--- src/rtl/counter_pkg.sv ---
// counter_pkg -- definitions shared by the lab counters.
//   timer_state_e          : countdown_timer FSM encoding (2 bits).
//   COUNTER_WIDTH_DEFAULT  : default counter width, common to the up-counter
//                            and the countdown timer.
package counter_pkg;

   localparam int COUNTER_WIDTH_DEFAULT = 4;

   typedef enum logic [1:0] {
      IDLE  = 2'd0,
      ARMED = 2'd1,
      RUN   = 2'd2,
      DONE  = 2'd3
   } timer_state_e;

endpackage

--- src/rtl/countdown_timer_if.sv ---
// countdown_timer_if -- control/status bundle of the countdown timer.
// Handshake: there is no valid/ready pair. Every control input (enable, load,
// load_value, start, abort) is a level sampled on each rising clock edge, and
// every status output (count_out, busy, done, load_err, state) is valid for the
// whole cycle following the edge that produced it.
//   master : drives the controls, observes the status (lab controller, bench)
//   slave  : the timer itself
//   state  : debug view of the timer FSM
interface countdown_timer_if
   import counter_pkg::*;
#(
   parameter int WIDTH = COUNTER_WIDTH_DEFAULT
);
   logic             enable;
   logic             load;
   logic [WIDTH-1:0] load_value;
   logic             start;
   logic             abort;
   logic [WIDTH-1:0] count_out;
   logic             busy;
   logic             done;
   logic             load_err;
   timer_state_e     state;

   modport master (
      output enable, load, load_value, start, abort,
      input  count_out, busy, done, load_err, state
   );

   modport slave (
      input  enable, load, load_value, start, abort,
      output count_out, busy, done, load_err, state
   );
endinterface

--- src/rtl/countdown_core.sv ---
// countdown_core -- loadable down register for the countdown timer.
// Ports:
//   clock, reset   : rising-edge clock, synchronous active-high reset
//   clear          : force count to 0 (highest priority)
//   load           : take load_value into count and the reload register
//   reload         : restore count from the reload register
//   dec            : decrement count by one
//   load_value     : value for load
//   count          : current count (registered)
//   count_is_one   : count == 1, i.e. the next decrement reaches zero
// With no control asserted the count holds.
module countdown_core #(
   parameter int WIDTH = 4
) (
   input  logic             clock,
   input  logic             reset,
   input  logic             clear,
   input  logic             load,
   input  logic             reload,
   input  logic             dec,
   input  logic [WIDTH-1:0] load_value,
   output logic [WIDTH-1:0] count,
   output logic             count_is_one
);

   logic [WIDTH-1:0] reload_reg;

   always_ff @(posedge clock) begin
      if (reset) begin
         count      <= '0;
         reload_reg <= '0;
      end else begin
         if (load) begin
            reload_reg <= load_value;
         end
         if (clear) begin
            count <= '0;
         end else if (load) begin
            count <= load_value;
         end else if (reload) begin
            count <= reload_reg;
         end else if (dec) begin
            count <= count - WIDTH'(1);
         end
      end
   end

   assign count_is_one = (count == WIDTH'(1));

endmodule

--- src/rtl/countdown_timer.sv ---
// countdown_timer -- loadable down-counting timer with one-cycle done pulse.
// Ports:
//   clock  : rising-edge clock
//   reset  : synchronous active-high reset
//   bus    : countdown_timer_if.slave (enable, load, load_value, start, abort
//            in; count_out, busy, done, load_err, state out)
// FSM: IDLE -> (load N!=0) ARMED -> (start) RUN -> (count 1 & enable) DONE.
// Edge priority: reset > abort > load > start > enable.
// Optional feature macro COUNTDOWN_TIMER_AUTO_RELOAD_EN: when defined, DONE
// returns to RUN with the count restored from the reload register (periodic
// timer, period N+1); when undefined, DONE returns to IDLE (one-shot).
module countdown_timer
   import counter_pkg::*;
#(
   parameter int WIDTH = COUNTER_WIDTH_DEFAULT
) (
   input logic               clock,
   input logic               reset,
   countdown_timer_if.slave  bus
);

   timer_state_e     state, state_next;
   logic             load_err, load_err_next;
   logic             core_clear, core_load, core_reload, core_dec;
   logic [WIDTH-1:0] count;
   logic             count_is_one;
   logic             load_nonzero;

   countdown_core #(.WIDTH(WIDTH)) u_core (
      .clock        (clock),
      .reset        (reset),
      .clear        (core_clear),
      .load         (core_load),
      .reload       (core_reload),
      .dec          (core_dec),
      .load_value   (bus.load_value),
      .count        (count),
      .count_is_one (count_is_one)
   );

   assign load_nonzero = (bus.load_value != '0);

   always_ff @(posedge clock) begin
      if (reset) begin
         state    <= IDLE;
         load_err <= 1'b0;
      end else begin
         state    <= state_next;
         load_err <= load_err_next;
      end
   end

   always_comb begin
      state_next    = state;
      load_err_next = 1'b0;
      core_clear    = 1'b0;
      core_load     = 1'b0;
      core_reload   = 1'b0;
      core_dec      = 1'b0;
      case (state)
         IDLE: begin
            // abort has nothing to cancel here, so a load still proceeds
            if (bus.load) begin
               if (load_nonzero) begin
                  core_load  = 1'b1;
                  state_next = ARMED;
               end else begin
                  load_err_next = 1'b1;
               end
            end
         end
         ARMED: begin
            if (bus.abort) begin
               core_clear = 1'b1;
               state_next = IDLE;
            end else if (bus.load) begin
               // any load, even a rejected one, takes precedence over start
               if (load_nonzero) begin
                  core_load = 1'b1;
               end else begin
                  load_err_next = 1'b1;
               end
            end else if (bus.start) begin
               state_next = RUN;
            end
         end
         RUN: begin
            if (bus.abort) begin
               core_clear = 1'b1;
               state_next = IDLE;
            end else begin
               // a rejected load does not stall the countdown
               load_err_next = bus.load;
               if (bus.enable) begin
                  core_dec = 1'b1;
                  if (count_is_one) begin
                     state_next = DONE;
                  end
               end
            end
         end
         DONE: begin
            load_err_next = bus.load;
`ifdef COUNTDOWN_TIMER_AUTO_RELOAD_EN
            core_reload = 1'b1;
            state_next  = RUN;
`else
            state_next  = IDLE;
`endif
         end
         default: begin
            state_next = IDLE;
         end
      endcase
   end

   assign bus.count_out = count;
   assign bus.busy      = (state == RUN);
   assign bus.done      = (state == DONE);
   assign bus.load_err  = load_err;
   assign bus.state     = state;

endmodule
--- src/flat_wrapper.sv ---
// flat-port wrapper written by rule: the top's interface ports become plain ports
module countdown_timer_flat import counter_pkg::*;
#(
   parameter int WIDTH = COUNTER_WIDTH_DEFAULT
)
  (clock, reset, bus_enable, bus_load, bus_load_value, bus_start, bus_abort, bus_count_out, bus_busy, bus_done, bus_load_err, bus_state);
  countdown_timer_if #(.WIDTH(WIDTH)) bus_i ();
  input logic clock;
  input logic reset;
  input wire logic [$bits(bus_i.enable)-1:0] bus_enable;
  input wire logic [$bits(bus_i.load)-1:0] bus_load;
  input wire logic [$bits(bus_i.load_value)-1:0] bus_load_value;
  input wire logic [$bits(bus_i.start)-1:0] bus_start;
  input wire logic [$bits(bus_i.abort)-1:0] bus_abort;
  output wire logic [$bits(bus_i.count_out)-1:0] bus_count_out;
  output wire logic [$bits(bus_i.busy)-1:0] bus_busy;
  output wire logic [$bits(bus_i.done)-1:0] bus_done;
  output wire logic [$bits(bus_i.load_err)-1:0] bus_load_err;
  output wire logic [$bits(bus_i.state)-1:0] bus_state;
  assign bus_i.enable = bus_enable;
  assign bus_i.load = bus_load;
  assign bus_i.load_value = bus_load_value;
  assign bus_i.start = bus_start;
  assign bus_i.abort = bus_abort;
  assign bus_count_out = bus_i.count_out;
  assign bus_busy = bus_i.busy;
  assign bus_done = bus_i.done;
  assign bus_load_err = bus_i.load_err;
  assign bus_state = bus_i.state;
  countdown_timer #(.WIDTH(WIDTH)) u_core (.clock(clock), .reset(reset), .bus(bus_i));
endmodule
--- config.mk ---
export PLATFORM = sky130hd
export DESIGN_NAME = countdown_timer_flat
export DESIGN_NICKNAME = d
export VERILOG_FILES = /design/src/rtl/counter_pkg.sv /design/src/rtl/countdown_timer_if.sv /design/src/rtl/countdown_core.sv /design/src/rtl/countdown_timer.sv /design/src/flat_wrapper.sv
export SDC_FILE = /design/constraint.sdc
export NUM_CORES = 1
export LEC_CHECK = 0
export ABC_AREA = 1
export CAP_MARGIN = 20
export CORE_MARGIN = 8
export CORE_UTILIZATION = 39
export DETAILED_ROUTE_END_ITERATION = 10
export PLACE_DENSITY = 0.69
export RECOVER_POWER = 25
export SKIP_LAST_GASP = 1
export SYNTH_ARGS = -nofsm -noshare
export SYNTH_HDL_FRONTEND = slang
export SYNTH_SLANG_ARGS = --single-unit
--- constraint.sdc ---
create_clock -name clock -period 2.3 [get_ports clock]
set_input_delay 0.46 -clock clock [delete_from_list [all_inputs] [get_ports clock]]
set_output_delay 0.46 -clock clock [all_outputs]
set_load 0.1 [all_outputs]
# == Yosys cells after proc, flatten, opt, wreduce, memory -nomap -nowiden ==
# Index checks and enable logic that the tools add are counted.
# op_classes
n_reduce_logical,6
addsub,1
mux,25
n_eq_ne,10
# op_table
op,n
$mux 2,8
$mux 1,12
$ne 3x3->1 const B,3
$mux 4,2
$pmux 2 s4,1
$reduce_and 6->1,1
$eq 2x2->1 const B,2
$eq 4x1->1 const B,1
$pmux 1 s4,1
$reduce_bool 4->1,1
$reduce_or 2->1,2
$sub 4x1->4 const B,1
$ne 3x2->1 const B,1
$eq 2x1->1 const B,1
$logic_not 2->1,1
$ne 2x1->1 const B,1
$ne 2x2->1 const B,1
$pmux 1 s2,1
$reduce_bool 2->1,1
# word_totals
reg_bits,7
output_inout_bits,9
elab_cells,45

# == Logic depth before layout (Yosys ltp) ==
# Gate-level depths: netlist (run 1).
# logic_depth
ltp_word,6
mapped_depth,10
mapped_depth_nobuf,10

# == Cells and area by module ==
# Synthesis (run 1) repeated with hierarchy kept, for this count alone.
# hier_totals
hier_cells,117
hier_area_um2,767.0
# by_module_without_submodules
mod,n_inst,cells_per_inst,area_per_inst_um2
countdown_core,1,65,452.9
countdown_timer,1,52,314.1

# == Least setup slack after synthesis (run 1) ==
# No wires, ideal clock.
# synth_timing
path_kind,register to register
start,"register u_core.state[1], in the netlist u_core.bus.state[1]"
end,register u_core.u_core.count[2]
setup_ns,0.071
path_buffers,0
period_less_slack_ns,2.716
stages_incl_launch_ff,10
path_slack_ns,-0.416
t_required_ns,2.229
arrival_ns,2.646
path_cell_list,dfxtp_1 ha_1 inv_1 nor2_2 nand2_2 nor2_1 nand2_1 nand2_1 inv_1 a21oi_1
# synth_between
elab_chain_cells,4
# synth_rtl
element,line_no,text
"start, declared",countdown_timer.sv:22,"timer_state_e state, state_next;"
"start signal, assigned",countdown_timer.sv:48,state <= state_next;
$eq 2x2->1 (*),n/a,
net bus_busy,flat_wrapper.sv:16,output wire logic [$bits(bus_i.busy)-1:0] bus_busy;
$reduce_or 2->1 (no source line),n/a,
$mux 1,n/a,
$reduce_or 2->1 (no source line),n/a,
"end signal, assigned",countdown_core.sv:39,count <= load_value;
"end signal, assigned",countdown_core.sv:41,count <= reload_reg;
"end signal, assigned",countdown_core.sv:43,count <= count - WIDTH'(1);
"end, declared",countdown_core.sv:22,"output logic [WIDTH-1:0] count,"
# Mark *: on every way through the listed nets, which the timed path passes. The rest lies on a longest branch.
# A chain may end at the register's enable or synchronous reset.

# == Final worst setup path (run 1) ==
# layout_timing
start,"register u_core.state[1], in the netlist u_core.bus.state[1]"
end,output bus_state[1]
# layout_rtl
element,line_no,text
"end, declared",flat_wrapper.sv:19,output wire logic [$bits(bus_i.state)-1:0] bus_state;
# No word-level cell between the ends.

==> results.sh, run 1 <==
export IMPL_grt_pass1_wl_um=2510
export IMPL_antennaDiodeCount=0
export IMPL_min_period_ns=1.96
export IMPL_die_height_um=55.4
export IMPL_finalPower_mw=1.13
export IMPL_slew_headroom=0.222
export IMPL_instances_no_fill=129
export IMPL_grt_use_total=0.0945
export IMPL_grt_overflow_total=0
export IMPL_fin_crit_sh=0.851
export IMPL_drtIter0Drc=12
export IMPL_start_util=0.407
export IMPL_max_cap_violations=0
export IMPL_share_comb_of_total_power=0.718
export IMPL_crit_required_ns=1.84
export IMPL_final_max_slew_violation_count=0
export IMPL_cts_resized_gates=0
export IMPL_worst_pin_slew_ns=1.17
export IMPL_leakagePower_nw=0.425
export IMPL_path_cells="clkbuf_1"
export IMPL_synthesis_nets=108
export IMPL_worstSetupPathType="flip-flop to output port"
export IMPL_place_congestion=0.787
export IMPL_placedInstanceArea_sq_um=790
export IMPL_ctsLongestPathBuffers=2
export IMPL_route_vias_total=629
export IMPL_arrival_ns=1.50
export IMPL_drc=0
export IMPL_dp_hpwl_um=1200
export IMPL_outcome="complete, no violations"
export IMPL_cts_post_setup_buffers_inserted=0
export IMPL_finalInstanceArea_sq_um=806
export IMPL_place_inst=125
export IMPL_critical_path_peak_fanout=5
export IMPL_hold_path_class="flip-flop to flip-flop"
export IMPL_ctsHtreeMaxLevel=1
export IMPL_dr_pass1_iters=4
export IMPL_yosysUniqueCellTypes=17
export IMPL_layout_nets=131
export IMPL_clock_sinks=7
export IMPL_power_density_mw_per_mm2=1410
export IMPL_core_rowCount=14
export IMPL_holdWs_ns=0.521
export IMPL_start_kind="flip-flop"
export IMPL_p_sw_mw=0.693
export IMPL_vias_per_cell=4.88
export IMPL_cts_buffers=3
export IMPL_synth_cells=91
export IMPL_cts_tree="done"
export IMPL_clkPwrFrac=0.098
export IMPL_path_clk_slew_ns=0.05
export IMPL_hold_viol_final=0
export IMPL_critPathMaxStageDelay_ns=0.88
export IMPL_end_kind="output port"
export IMPL_drtAntennaViolNets=0
export IMPL_power_frac_seq=0.184
export IMPL_p_int_mw=0.439
export IMPL_setup_viol=0
export IMPL_wirelength_um=1440
export IMPL_rsz0062_at_grt="no"
export IMPL_path_buf_inv=1
export IMPL_antenna_found_initial=0
export IMPL_syn_to_final_growth_pct=33.1
export IMPL_drive_above_1_share=0.212
export IMPL_die_w_um=55.4
export IMPL_n_fill_cell=155
export IMPL_io_pins=19
export IMPL_ys_ff_latch=7
export IMPL_core_area_sq_mm=0.00149
export IMPL_clock_skew_final_ns=0.00131
export IMPL_timing_fmax_ghz=0.511
export IMPL_cp_top_family="buffers and inverters"
export IMPL_grt_pass1_vias=617
export IMPL_switching_share=0.612
export IMPL_syn_cell_area_sq_um=606
export IMPL_yosysWarnings=0
export IMPL_cp_slowest_cell="clkbuf_1"
export IMPL_ctsHoldBuffers=0
export IMPL_grt_max_degree=9
export IMPL_routedWlPerCell_um=11.1
export IMPL_clock_root_buffer="clkbuf_4"
export IMPL_tns_ns=0
export IMPL_avgSynthCellArea_sq_um=6.65
export IMPL_clock_latency_ns=0.25
export IMPL_port_buffers=18
export IMPL_die_area_sq_mm=0.00307
export IMPL_synth_yosys_seq_area_share=0.231
export IMPL_peakVddDrop_uv=743
-- worst register-to-register path, delay by kind of cell, from the launching register on --
family	cells	cell delay (ns)
AO/OA/AOI/OAI	1	0.12
adder cells (fa/ha/maj)	1	0.20
buffers and inverters	3	0.21
flip-flops	1	0.35
AND/OR/NAND/NOR	5	0.45
-- logic make-up (layout without fill, tap and decap cells) --
logic type	Yosys count	in the layout	synth area share
xor+xnor	2	2	0.0289
simple gates	50	50	0.426
compound gates	7	7	0.0578
buf+inv	18	40	0.112
fa+ha+maj	7	7	0.145
flops	7	7	0.231
-- synth_stat cells, drive strengths merged --
master  instances  area share
o21ai           3       0.025
nand4           4       0.041
a21oi           4       0.033
nand3           9       0.095
nand2          22        0.18
nor2           14        0.10
nor3            1      0.0083
inv            18        0.11
xnor2           1       0.014
dfxtp           7        0.23
xor2            1       0.014
ha              7        0.14
-- final timing paths --
kind	startpoint	end	slack, ns	cells past startpoint
worst max-delay path	u_core.bus.state[1]$_SDFFE_PP0P_	bus_state[1]	0.34	1
worst min-delay path	u_core.bus.state[1]$_SDFFE_PP0P_	u_core.bus.state[1]$_SDFFE_PP0P_	0.52	2
worst min register to register	u_core.bus.state[1]$_SDFFE_PP0P_	u_core.bus.state[1]$_SDFFE_PP0P_	0.52	2
worst max register to register	u_core.bus.state[0]$_SDFFE_PP0P_	u_core.u_core.count[1]$_SDFFE_PP0P_	0.89	10
-- power by group through the flow --
stage	Sequential [mW]	Combinational, mW	Clock (mW)
3_3_place_gp	0.212	0.826	0
4_1_cts	0.211	0.832	0.117
2_1_floorplan	0.475	0.407	0
6_report	0.208	0.813	0.111
3_5_place_dp	0.212	0.828	0
5_1_grt	0.216	0.879	0.125
-- cell type report --
type                       instances  area (sq um)  share of cell area
clock buffer                       4          26.3              0.0326
multi-input combinational         66           403               0.500
tap                               16          20.0              0.0248
inverter                          18          67.6              0.0839
sequential                         7           141               0.175
timing repair buffer              18           148               0.183
-- sequential cells by signal, indices dropped and copies added, names as in the netlist --
name	flops
u_core.bus.load_err	1
u_core.bus.state	2
u_core.u_core.count	4
-- cells in the final DEF (no fill, tap or decap), types with 3 or more instances in the layout --
cell type         n
a21oi_1           4
nand2_4           3
nand2_1          18
inv_1            16
clkbuf_1          3
clkbuf_4          3
o21ai_1           3
dfxtp_1           6
nand4_1           4
ha_1              5
nor2_2            4
clkdlybuf4s50_1   8
nand3_1           8
buf_4             6
nor2_1           10
-- stage by stage --
step / util / worst slack, ns
2_1_floorplan: - / 0.0342
3_3_place_gp: 0.530 / 0.604
3_5_place_dp: 0.530 / 0.611
4_1_cts: 0.548 / 0.606
5_1_grt: 0.541 / 0.299
6_report: 0.541 / 0.343
-- layer usage --
layer / up-vias / wire (um) / share of wire / GRT usage
met2: 14 / 743 / 0.52 / 0.168
li1: 327 / - / - / -
met5: - / 0 / 0 / 0
met4: 0 / 0 / 0 / 0.0106
met3: 0 / 83 / 0.058 / 0.0502
met1: 288 / 611 / 0.42 / 0.0976
Power figures use the tool's default switching activity.
==> run 2, diff against run 1 <==
Settings changed: CORE_ASPECT_RATIO set to 0.9, REMOVE_ABC_BUFFERS set to 1, SETUP_SLACK_MARGIN set to 0.05.
==> results.sh, run 2 (synthesized netlist as in run 1, its figures left out) <==
export IMPL_outcome="complete, no violations"
export IMPL_critical_path_peak_fanout=4
export IMPL_cts_post_setup_buffers_inserted=0
export IMPL_peakVddDrop_uv=969
export IMPL_wirelength_um=1490
export IMPL_drtAntennaViolNets=0
export IMPL_die_height_um=53.4
export IMPL_fin_crit_sh=0.849
export IMPL_max_flop_register="u_core.u_core.count"
export IMPL_path_buf_inv=1
export IMPL_antennaDiodeCount=0
export IMPL_clock_skew_final_ns=0.00162
export IMPL_reg2reg_depth=10
export IMPL_layout_commonest_cell="nand2_1"
export IMPL_worstSetupPathType="flip-flop to output port"
export IMPL_port_buffers=18
export IMPL_pre_cts_ws_ns=0.598
export IMPL_ctsHoldBuffers=0
export IMPL_clock_sinks=7
export IMPL_start_util=0.418
export IMPL_io_pins=19
export IMPL_routedWlPerCell_um=11.6
export IMPL_min_period_ns=1.95
export IMPL_p_int_mw=0.437
export IMPL_ctsLongestPathBuffers=2
export IMPL_dp_hpwl_um=1260
export IMPL_timing_fmax_ghz=0.512
export IMPL_hold_path_class="flip-flop to flip-flop"
export IMPL_path_depth=1
export IMPL_rsz0062_at_grt="no"
export IMPL_reg_top3="u_core.u_core.count (4), u_core.bus.state (2), u_core.bus.load_err (1)"
export IMPL_final_max_slew_violation_count=0
export IMPL_n_fill_cell=145
export IMPL_instances_no_fill=128
export IMPL_hold_depth=2
export IMPL_core_rowCount=13
export IMPL_grt_overflow_total=0
export IMPL_die_area_sq_mm=0.00307
export IMPL_clock_root_buffer="clkbuf_4"
export IMPL_route_vias_total=622
export IMPL_cts_buffers=3
export IMPL_grt_max_degree=9
export IMPL_p_sw_mw=0.692
export IMPL_core_area_sq_mm=0.00145
export IMPL_postLayoutSetupSlackWorst_ns=0.348
export IMPL_antenna_found_initial=0
export IMPL_switching_share=0.613
export IMPL_grt_pass1_vias=580
export IMPL_critPathMaxStageDelay_ns=0.88
export IMPL_place_congestion=0.804
export IMPL_path_cells="clkbuf_1"
export IMPL_crit_required_ns=1.84
export IMPL_share_comb_of_total_power=0.725
export IMPL_clock_latency_ns=0.24
export IMPL_power_frac_seq=0.181
export IMPL_cp_slowest_cell="clkbuf_1"
export IMPL_cts_tree="done"
export IMPL_slew_headroom=0.223
export IMPL_syn_to_final_growth_pct=31.8
export IMPL_end_kind="output port"
export IMPL_vias_per_cell=4.86
export IMPL_largest_reg_flops=4
export IMPL_arrival_ns=1.49
export IMPL_place_inst=124
export IMPL_power_density_mw_per_mm2=1410
export IMPL_drive_above_1_share=0.186
export IMPL_grt_pass1_wl_um=2460
export IMPL_die_w_um=57.5
export IMPL_holdWs_ns=0.519
export IMPL_worst_pin_slew_ns=1.17
export IMPL_start_kind="flip-flop"
export IMPL_drc=0
export IMPL_grt_use_total=0.103
export IMPL_clkPwrFrac=0.094
export IMPL_max_cap_violations=0
export IMPL_hold_viol_final=0
export IMPL_cts_resized_gates=0
export IMPL_leakagePower_nw=0.428
export IMPL_dr_pass1_iters=4
export IMPL_cp_top_family="buffers and inverters"
export IMPL_layout_nets=131
export IMPL_setup_viol=0
export IMPL_ctsHtreeMaxLevel=1
export IMPL_drtIter0Drc=13
export IMPL_finalPower_mw=1.13
export IMPL_final_cell_mix="nand2_1, inv_1, nor2_1"
export IMPL_path_clk_slew_ns=0.05
==> run 2: final cells by class <==
cell class	instances	area (sq um)	share of cell area
multi-input cells	66	398	0.498
repair buffers	18	148	0.185
flip-flops and latches	7	140	0.176
inverters	18	67.6	0.0846
clock buffers	4	26.3	0.0329
well taps	15	18.8	0.0235
==> run 2: final timing paths <==
path | startpoint | end | slack (ns)
max | u_core.u_core.count[1]$_SDFFE_PP0P_ | bus_count_out[1] | 0.35
min | u_core.u_core.count[1]$_SDFFE_PP0P_ | u_core.u_core.count[1]$_SDFFE_PP0P_ | 0.52
max reg2reg | u_core.bus.state[0]$_SDFFE_PP0P_ | u_core.u_core.count[3]$_SDFFE_PP0P_ | 0.86
min reg2reg | u_core.u_core.count[1]$_SDFFE_PP0P_ | u_core.u_core.count[1]$_SDFFE_PP0P_ | 0.52
==> run 2: power groups by stage <==
stage               registers [mW]  clock network, mW  logic [mW]
floorplan                    0.472                  0       0.402
global placement             0.207                  0       0.827
detailed placement           0.207                  0       0.832
CTS                          0.204              0.111       0.834
global route                 0.213              0.116       0.883
finish                       0.204              0.106       0.819
==> run 2: per-layer routing <==
metal / part of all wire / wire (um) / up-vias / global-route usage
met5: 0 / 0 / - / 0
met4: 0.0094 / 14 / 0 / 0.0498
met3: 0.040 / 60 / 2 / 0.0266
met2: 0.43 / 635 / 14 / 0.159
met1: 0.52 / 776 / 275 / 0.130
li1: - / - / 331 / -
==> run 2: through the flow <==
stage	setup TNS [ns]	cell area [sq um]	utilization
detailed placement	0	782	0.540
global route	0	798	0.551
finish	0	798	0.551
floorplan	-2.63	606	-
global placement	0	782	0.540
CTS	0	808	0.558
